$ cat config.mk
export PLATFORM = sky130hd
export DESIGN_NAME = cgra_run_ctrl
export DESIGN_NICKNAME = d
export VERILOG_FILES = /design/src/rtl/cgra_run_ctrl.sv
export SDC_FILE = /design/constraint.sdc
export NUM_CORES = 1
export LEC_CHECK = 0
export CELL_PAD_IN_SITES_DETAIL_PLACEMENT = 1
export CELL_PAD_IN_SITES_GLOBAL_PLACEMENT = 1
export CORE_UTILIZATION = 45
export CTS_CLUSTER_SIZE = 14
export DETAILED_ROUTE_END_ITERATION = 12
export GPL_TIMING_DRIVEN = 0
export HOLD_SLACK_MARGIN = 0.08
export PLACE_DENSITY_LB_ADDON = 0.3
export SLEW_MARGIN = 0
export SYNTH_ARGS = -nofsm -noshare
export SYNTH_HDL_FRONTEND = slang
export SYNTH_SLANG_ARGS = --single-unit
$ cat constraint.sdc
create_clock -name Clk -period 4.95 [get_ports Clk]
set_input_delay 0.7425 -clock Clk [delete_from_list [all_inputs] [get_ports Clk]]
set_output_delay 0.7425 -clock Clk [all_outputs]
set_load 0.05 [all_outputs]
$ cat src/rtl/cgra_run_ctrl.sv
// rtl/cgra_run_ctrl.sv - run controller sequencing the CGRA start/done handshake per kernel iteration
//
// Purpose: accepts a run command (iteration count + per-phase watchdog limit),
// drives the four-phase Computation_Start/Computation_Done handshake once per
// iteration, and reports progress, elapsed cycles and error/abort status.
//
// Ports:
//   Clk, Resetn          clock, asynchronous active-low reset
//   Cmd_Valid/Cmd_Ready  command handshake; Cmd_Ready high only in IDLE
//   Cmd_Iter             iterations to run (0 legal)
//   Cmd_Timeout          per-phase watchdog limit in cycles (0 = disabled)
//   Abort                host abort request, level sampled
//   Computation_Start    handshake request to the CGRA
//   Computation_Done     handshake acknowledge from the CGRA
//   Run_Busy             high in every state but IDLE
//   Run_Done             one-cycle pulse at run end (normal, error or abort)
//   Run_Error            sticky: last run ended by watchdog expiry
//   Run_Aborted          sticky: last run ended by Abort
//   Iter_Done            iterations completed in current/last run
//   Cycle_Count          saturating count of non-IDLE cycles in current/last run
module cgra_run_ctrl #(
  parameter int ITER_WIDTH = 16,
  parameter int TMO_WIDTH  = 24,
  parameter int CYC_WIDTH  = 32
) (
  input  logic                  Clk,
  input  logic                  Resetn,
  input  logic                  Cmd_Valid,
  output logic                  Cmd_Ready,
  input  logic [ITER_WIDTH-1:0] Cmd_Iter,
  input  logic [TMO_WIDTH-1:0]  Cmd_Timeout,
  input  logic                  Abort,
  output logic                  Computation_Start,
  input  logic                  Computation_Done,
  output logic                  Run_Busy,
  output logic                  Run_Done,
  output logic                  Run_Error,
  output logic                  Run_Aborted,
  output logic [ITER_WIDTH-1:0] Iter_Done,
  output logic [CYC_WIDTH-1:0]  Cycle_Count
);

  typedef enum logic [2:0] {
    IDLE    = 3'd0,
    ASSERT  = 3'd1,
    RELEASE = 3'd2,
    DRAIN   = 3'd3,
    FIN     = 3'd4
  } state_t;

  state_t                state_q, state_d;
  logic                  start_q, start_d;
  logic                  err_q, err_d;
  logic                  abt_q, abt_d;
  logic [ITER_WIDTH-1:0] iter_q, iter_d;
  logic [ITER_WIDTH-1:0] tgt_q, tgt_d;
  logic [ITER_WIDTH-1:0] iter_inc;
  logic [CYC_WIDTH-1:0]  cyc_q, cyc_d;
  logic [TMO_WIDTH-1:0]  lim_q, lim_d;
  logic [TMO_WIDTH-1:0]  wdog_q, wdog_d;
  logic                  wdog_expire;

  // The watchdog is reloaded with the limit on phase entry and counts down
  // once per cycle the awaited level is missing; reaching 1 while still
  // missing means this is the limit-th such cycle.
  assign wdog_expire = (lim_q != '0) && (wdog_q == TMO_WIDTH'(1));

  always_ff @(posedge Clk or negedge Resetn) begin
    if (!Resetn) begin
      state_q <= IDLE;
      start_q <= 1'b0;
      err_q   <= 1'b0;
      abt_q   <= 1'b0;
      iter_q  <= '0;
      tgt_q   <= '0;
      cyc_q   <= '0;
      lim_q   <= '0;
      wdog_q  <= '0;
    end else begin
      state_q <= state_d;
      start_q <= start_d;
      err_q   <= err_d;
      abt_q   <= abt_d;
      iter_q  <= iter_d;
      tgt_q   <= tgt_d;
      cyc_q   <= cyc_d;
      lim_q   <= lim_d;
      wdog_q  <= wdog_d;
    end
  end

  always_comb begin
    state_d  = state_q;
    start_d  = start_q;
    err_d    = err_q;
    abt_d    = abt_q;
    iter_d   = iter_q;
    tgt_d    = tgt_q;
    lim_d    = lim_q;
    wdog_d   = wdog_q;
    cyc_d    = cyc_q;
    iter_inc = iter_q + ITER_WIDTH'(1);

    if ((state_q != IDLE) && (cyc_q != '1)) begin
      cyc_d = cyc_q + CYC_WIDTH'(1);
    end

    case (state_q)
      IDLE: begin
        // Abort is deliberately not looked at here.
        if (Cmd_Valid) begin
          tgt_d  = Cmd_Iter;
          lim_d  = Cmd_Timeout;
          wdog_d = Cmd_Timeout;
          iter_d = '0;
          cyc_d  = '0;
          err_d  = 1'b0;
          abt_d  = 1'b0;
          if (Cmd_Iter == '0) begin
            state_d = FIN;
          end else begin
            state_d = ASSERT;
            start_d = 1'b1;
          end
        end
      end

      ASSERT: begin
        if (Abort) begin
          abt_d   = 1'b1;
          start_d = 1'b0;
          state_d = DRAIN;
        end else if (Computation_Done) begin
          start_d = 1'b0;
          wdog_d  = lim_q;
          state_d = RELEASE;
        end else if (wdog_expire) begin
          err_d   = 1'b1;
          start_d = 1'b0;
          state_d = DRAIN;
        end else begin
          wdog_d  = wdog_q - TMO_WIDTH'(1);
        end
      end

      RELEASE: begin
        if (Abort) begin
          abt_d   = 1'b1;
          state_d = DRAIN;
        end else if (!Computation_Done) begin
          iter_d = iter_inc;
          if (iter_inc == tgt_q) begin
            state_d = FIN;
          end else begin
            // Done is known low on this edge, so re-raising Start is safe.
            start_d = 1'b1;
            wdog_d  = lim_q;
            state_d = ASSERT;
          end
        end else if (wdog_expire) begin
          err_d   = 1'b1;
          state_d = DRAIN;
        end else begin
          wdog_d  = wdog_q - TMO_WIDTH'(1);
        end
      end

      DRAIN: begin
        // Wait for the CGRA to drop Done so the next run starts clean.
        if (!Computation_Done) begin
          state_d = FIN;
        end
      end

      FIN: begin
        state_d = IDLE;
      end

      default: begin
        state_d = IDLE;
        start_d = 1'b0;
      end
    endcase
  end

  assign Cmd_Ready         = (state_q == IDLE);
  assign Run_Busy          = (state_q != IDLE);
  assign Run_Done          = (state_q == FIN);
  assign Computation_Start = start_q;
  assign Run_Error         = err_q;
  assign Run_Aborted       = abt_q;
  assign Iter_Done         = iter_q;
  assign Cycle_Count       = cyc_q;

endmodule
# ---- Word level (Yosys, flattened, before mapping)
# Cells that the tools add are included.
dict set report totals {
  elab_cells 93
  rom_bits 0
  latchBits 0
  n_memories 0
  output_inout_bits 54
  reg_bits 118
  ram_bits 0
  input_bits 45
}
dict set report classes {
  muxes 43
  n_reduce_logical 18
  addsub 3
  shift 0
  bitwise_logic 1
  n_mul 0
  magnitude_cmp 0
  eq_ne 19
  div 0
}
# cell count
set ops {}
lappend ops {{$mux W24} 7}
lappend ops {{$mux W32} 3}
lappend ops {{$pmux W24 S3} 1}
lappend ops {{$mux W16} 3}
lappend ops {{$add A32 B1 Y32 const B} 1}
lappend ops {{$ne A32 B32 Y1 const B} 1}
lappend ops {{$pmux W16 S2} 1}
lappend ops {{$mux W3} 9}
lappend ops {{$eq A24 B1 Y1 const B} 1}
lappend ops {{$reduce_bool A24 Y1} 1}
lappend ops {{$sub A24 B1 Y24 const B} 1}
lappend ops {{$ne A2 B2 Y1 const B} 9}
lappend ops {{$add A16 B1 Y16 const B} 1}
lappend ops {{$eq A16 B16 Y1} 1}
lappend ops {{$logic_not A16 Y1} 1}
lappend ops {{$mux W1} 15}
lappend ops {{$pmux W3 S4} 1}
lappend ops {{$reduce_and A7 Y1} 1}
lappend ops {{$eq A3 B2 Y1 const B} 2}
lappend ops {{$reduce_and A6 Y1} 1}
lappend ops {{$reduce_bool A3 Y1} 2}
lappend ops {{$reduce_and A5 Y1} 1}
lappend ops {{$ne A4 B4 Y1 const B} 1}
lappend ops {{$pmux W1 S4} 1}
lappend ops {{other kinds (14)} 18}

# ---- Depth between registers and ports, before layout
dict set report depth {
  ltp_word 6
  depth_mapped 10
  depth_no_buf 9
}

# ---- Least setup slack after synthesis
# No wires, ideal clock.
dict set report synth_path {
  path_kind {reg2reg}
  startpoint {reg iter_q[0] (netlist: Iter_Done[0])}
  endpoint {reg wdog_q[13]}
  setup_time_ps 139
  path_buffers 2
  t_arrival_ps 2987
  path_stages_with_launch 11
  t_required_ps 4811
  period_less_slack_ps 3126
  path_slack_ps 1824
  cell_sequence {dfrtp_1 ha_1 nand3_2 nor2_2 o2bb2ai_1 or4b_1 or4_1 buf_6 o21ai_4 buf_6 o22ai_2}
}
dict set report synth_via {
  elab_chain_cells 4
}
# item line
set synth_rtl {}
lappend synth_rtl {{from (decl)} 55} ;# logic [ITER_WIDTH-1:0] iter_q, iter_d;
lappend synth_rtl {{from (signal assigned)} 84} ;# iter_q <= iter_d;
lappend synth_rtl {{$add A16 B1 Y16} 102} ;# iter_inc = iter_q + ITER_WIDTH'(1);
lappend synth_rtl {{$eq A16 B16 Y1} 152} ;# if (iter_inc == tgt_q) begin
lappend synth_rtl {{$ne A3 B3 Y1 (no source line)} --}
lappend synth_rtl {{$reduce_and A5 Y1 (no source line)} --}
lappend synth_rtl {{to (signal assigned)} 88} ;# wdog_q <= wdog_d;
lappend synth_rtl {{to (decl)} 60} ;# logic [TMO_WIDTH-1:0] wdog_q, wdog_d;
# No other way between the ends.
# A chain may end at the register's enable or synchronous reset.

# ---- Worst setup path after layout
# Ends and elaborated chain as after synthesis.

==> results.toml <==
[clock_tree]
worstSkewPairLatency_ns = 0.42
clock_sinks = 118
cts.clk_slew.worst_paths_ns = 0.06
post-cts-setup-buffers = 0
ctsResizeCount = 0
max-clock-path-buffers = 2
ctsHoldBuffers = 0
cts_buffers = 17
cts_tree = "yes"
cts_root_buf = "clkbuf_16"
cts.htree.levels = 4

[worst_setup_path]
required_ns = 5.24
max_stage_delay_ns = 0.56
worstPathMaxFanout = 10
arrival_ns = 3.61
regToRegStartpoint = "Iter_Done[0]$_DFFE_PN0P_"
slowest_stage = "or4b_1"
critical_path_class = "reg2reg"
r2r-end = "wdog_q[13]$_DFFE_PN0P_"
regToRegSetupSlack_ns = 1.63
worstRegToRegCells = 10
start_kind = "flip-flop"
worst_path_most_repeated_cell = "buf_6"
worst_setup_path_end_kind = "flip-flop"
path_cells = "ha_1 -> nand3_2 -> nor2_2 -> o2bb2ai_1 -> or4b_1 -> or4_1 -> buf_6 -> o21ai_4 -> buf_6 -> o22ai_2"

[sta]
max_freq_mhz = 300.9
tightest_slew_ns = 1.343
skew_ns = 0.008793
maxSlewViolCount = 0
rsz0062_at_grt = "no"
setup_violations = 0
timing.final.crit_period_ns = 3.323
hold_viol = 0
setup_ws_ns = 1.627
slew_headroom = 0.09728
finalCritPeriodShare = 0.6713

[synth]
synth_top_cell_area_share = 0.4300
synth_nets = 853
syn_area_mm2 = 0.006867
synth-seq-area-share = 0.4300
yosysTopAreaCell = "dfrtp_1"
ys.flop_type = "dfrtp_1"
synth-edff-count = 0
postSynthCellCount = 804
synthDistinctLibCells = 69
syn_area_per_cell_um2 = 8.541
ys_top_cells_by_area = "dfrtp_1 43%, nand2_1 9.3%, o21ai_0 3.9%"
async_flop_share = 1.000
yosysWarnings = 0
yosys_register_bits = 118

[global_routing]
grt.total_usage = 0.3093
grt_pass1_wl_mm = 38.23
grt_start_max_net_pins = 70
gr-total-overflow = 0
grt_pass1_vias = 7168
antenna_found_initial = 0

[floorplan]
die_y_um = 125.5
io_pins = 99
core_mm2 = 0.01470
fp-row-count = 44
initial_core_util = 0.4671
die_x_um = 125.5
die-area_mm2 = 0.01576

[placement]
placedCellCount = 1085
place_hpwl_mm = 16.41
port_buffers = 96
post-place-ws_ns = 1.509
gp_congestion = 0.9348

[layout]
regArea_mm2 = 0.002953
multi_input_area_mm2 = 0.003635
nNetsFinal = 969
final.fill_count = 1734
area_delta_synth_final_pct = 26.28
layout_commonest_cell = "nand2_1"
diodes = 0
drive_above_1_share = 0.06867
final_cell_mix = "171 x nand2_1, 118 x dfrtp_1, 95 x clkdlybuf4s50_1"
final_cell_count_no_fill = 1116

[pwr]
seq_power_share = 0.321
switching_share = 0.4277
p_per_area_mw_per_mm2 = 566.6
internal_power_uw = 2812
pwr-share-comb = 0.426
p_sw_uw = 2101
leakage_uw = 0.003631
peakVddDrop_uv = 344.3
clkPwrFrac = 0.253

[routing]
wl_per_cell_um = 21.12
post-route-drc-count = 9
drtPass1Iterations = 9
vias_per_cell = 6.136
wl_mm = 23.57
drt_iter0_drc = 542
ant_nets = 0
via_count = 6848

[run]
max_cap_viol_count = 0

[run_status]
status = "finished with violations"
violations = "DRC"

[min_path]
hold_class = "in2async"
logic make-up (layout without fill, tap and decap cells):
logic type / count (synthesis) / count (layout) / share of synthesized area
AO/OA/AOI/OAI: 194 / 194 / 0.1964
flip-flops: 118 / 118 / 0.4300
multiplexers: 4 / 4 / 0.005831
XOR/XNOR: 42 / 42 / 0.05357
AND/OR/NAND/NOR: 380 / 380 / 0.2662
adder cells (fa/ha/maj): 4 / 4 / 0.007289
buffers and inverters: 62 / 190 / 0.04063
synth_stat cells (12+ instances only):
cell / number
nor4_1: 17
or3_1: 12
o31ai_1: 14
nand2_1: 171
a21oi_1: 24
inv_1: 16
clkbuf_1: 33
o211ai_1: 25
nand4_1: 13
nor3_1: 21
xnor2_1: 19
nand3_1: 25
dfrtp_1: 118
o2bb2ai_1: 16
xor2_1: 23
nor2_1: 60
o21ai_0: 53
metal layers:
layer	GRT usage	wire length (µm)	vias up
met3	0.06761	1321	35
met1	0.4071	10750	3478
li1	-	-	3132
met4	0.1033	376	0
met5	0	0	-
met2	0.5042	11130	203
power groups by stage:
stage / Combinational (µW) / Sequential [µW] / Clock [µW]
2_1_floorplan: 1300 / 1610 / 0
3_3_place_gp: 1960 / 1560 / 0
3_5_place_dp: 2050 / 1580 / 0
4_1_cts: 2070 / 1570 / 1250
5_1_grt: 2290 / 1610 / 1290
6_report: 2090 / 1580 / 1240
area by class of cell:
type                            count  area share
Clock inverter                      9     0.01154
Timing Repair Buffer               97      0.1141
Sequential cell                   118      0.3405
Multi-Input combinational cell    624      0.4192
Tap cell                          184     0.02655
Buffer                             46     0.02525
Clock buffer                       22     0.05584
Inverter                           16    0.006926
sequential cells by signal, indices dropped and copies added, names as in the netlist:
signal	count
Cycle_Count	32
lim_q	24
wdog_q	24
Iter_Done	16
tgt_q	16
state_q	3
Computation_Start	1
Run_Aborted	1
Run_Error	1
worst max-delay path: cells and delay by family (launching register included):
kind	cells	cell delay [ns]
buf+inv	2	0.38
fa+ha+maj	1	0.34
compound gates	3	0.49
flops	1	0.49
simple gates	4	1.48
worst max-delay path by stage:
| stage | end | slack [ns] | from |
|---|---|---|---|
| final | wdog_q[13]$_DFFE_PN0P_ | 1.63 | Iter_Done[0]$_DFFE_PN0P_ |
| after global placement | lim_q[10]$_DFFE_PN0P_ | -1.57 | Resetn |
| after floorplan | wdog_q[13]$_DFFE_PN0P_ | 1.82 | Iter_Done[0]$_DFFE_PN0P_ |
| after global routing | wdog_q[10]$_DFFE_PN0P_ | 1.44 | Iter_Done[0]$_DFFE_PN0P_ |
| after CTS | wdog_q[10]$_DFFE_PN0P_ | 1.65 | Iter_Done[0]$_DFFE_PN0P_ |
| after detailed placement | wdog_q[21]$_DFFE_PN0P_ | 1.51 | Cmd_Valid |
stage by stage:
stage,area [µm²],hold WS (ns),utilization,setup TNS (ns),total power [µW]
final,8671,0.2673,0.5899,0,4913
after floorplan,6867,0.4469,-,0,2917
after CTS,8671,0.2737,0.5899,0,4892
after global placement,8058,0.4690,0.5482,-184.18,3515
after global routing,8671,0.2958,0.5899,0,5182
after detailed placement,8087,0.4714,0.5501,0,3625
No activity file was read; power rests on OpenSTA's default activity.
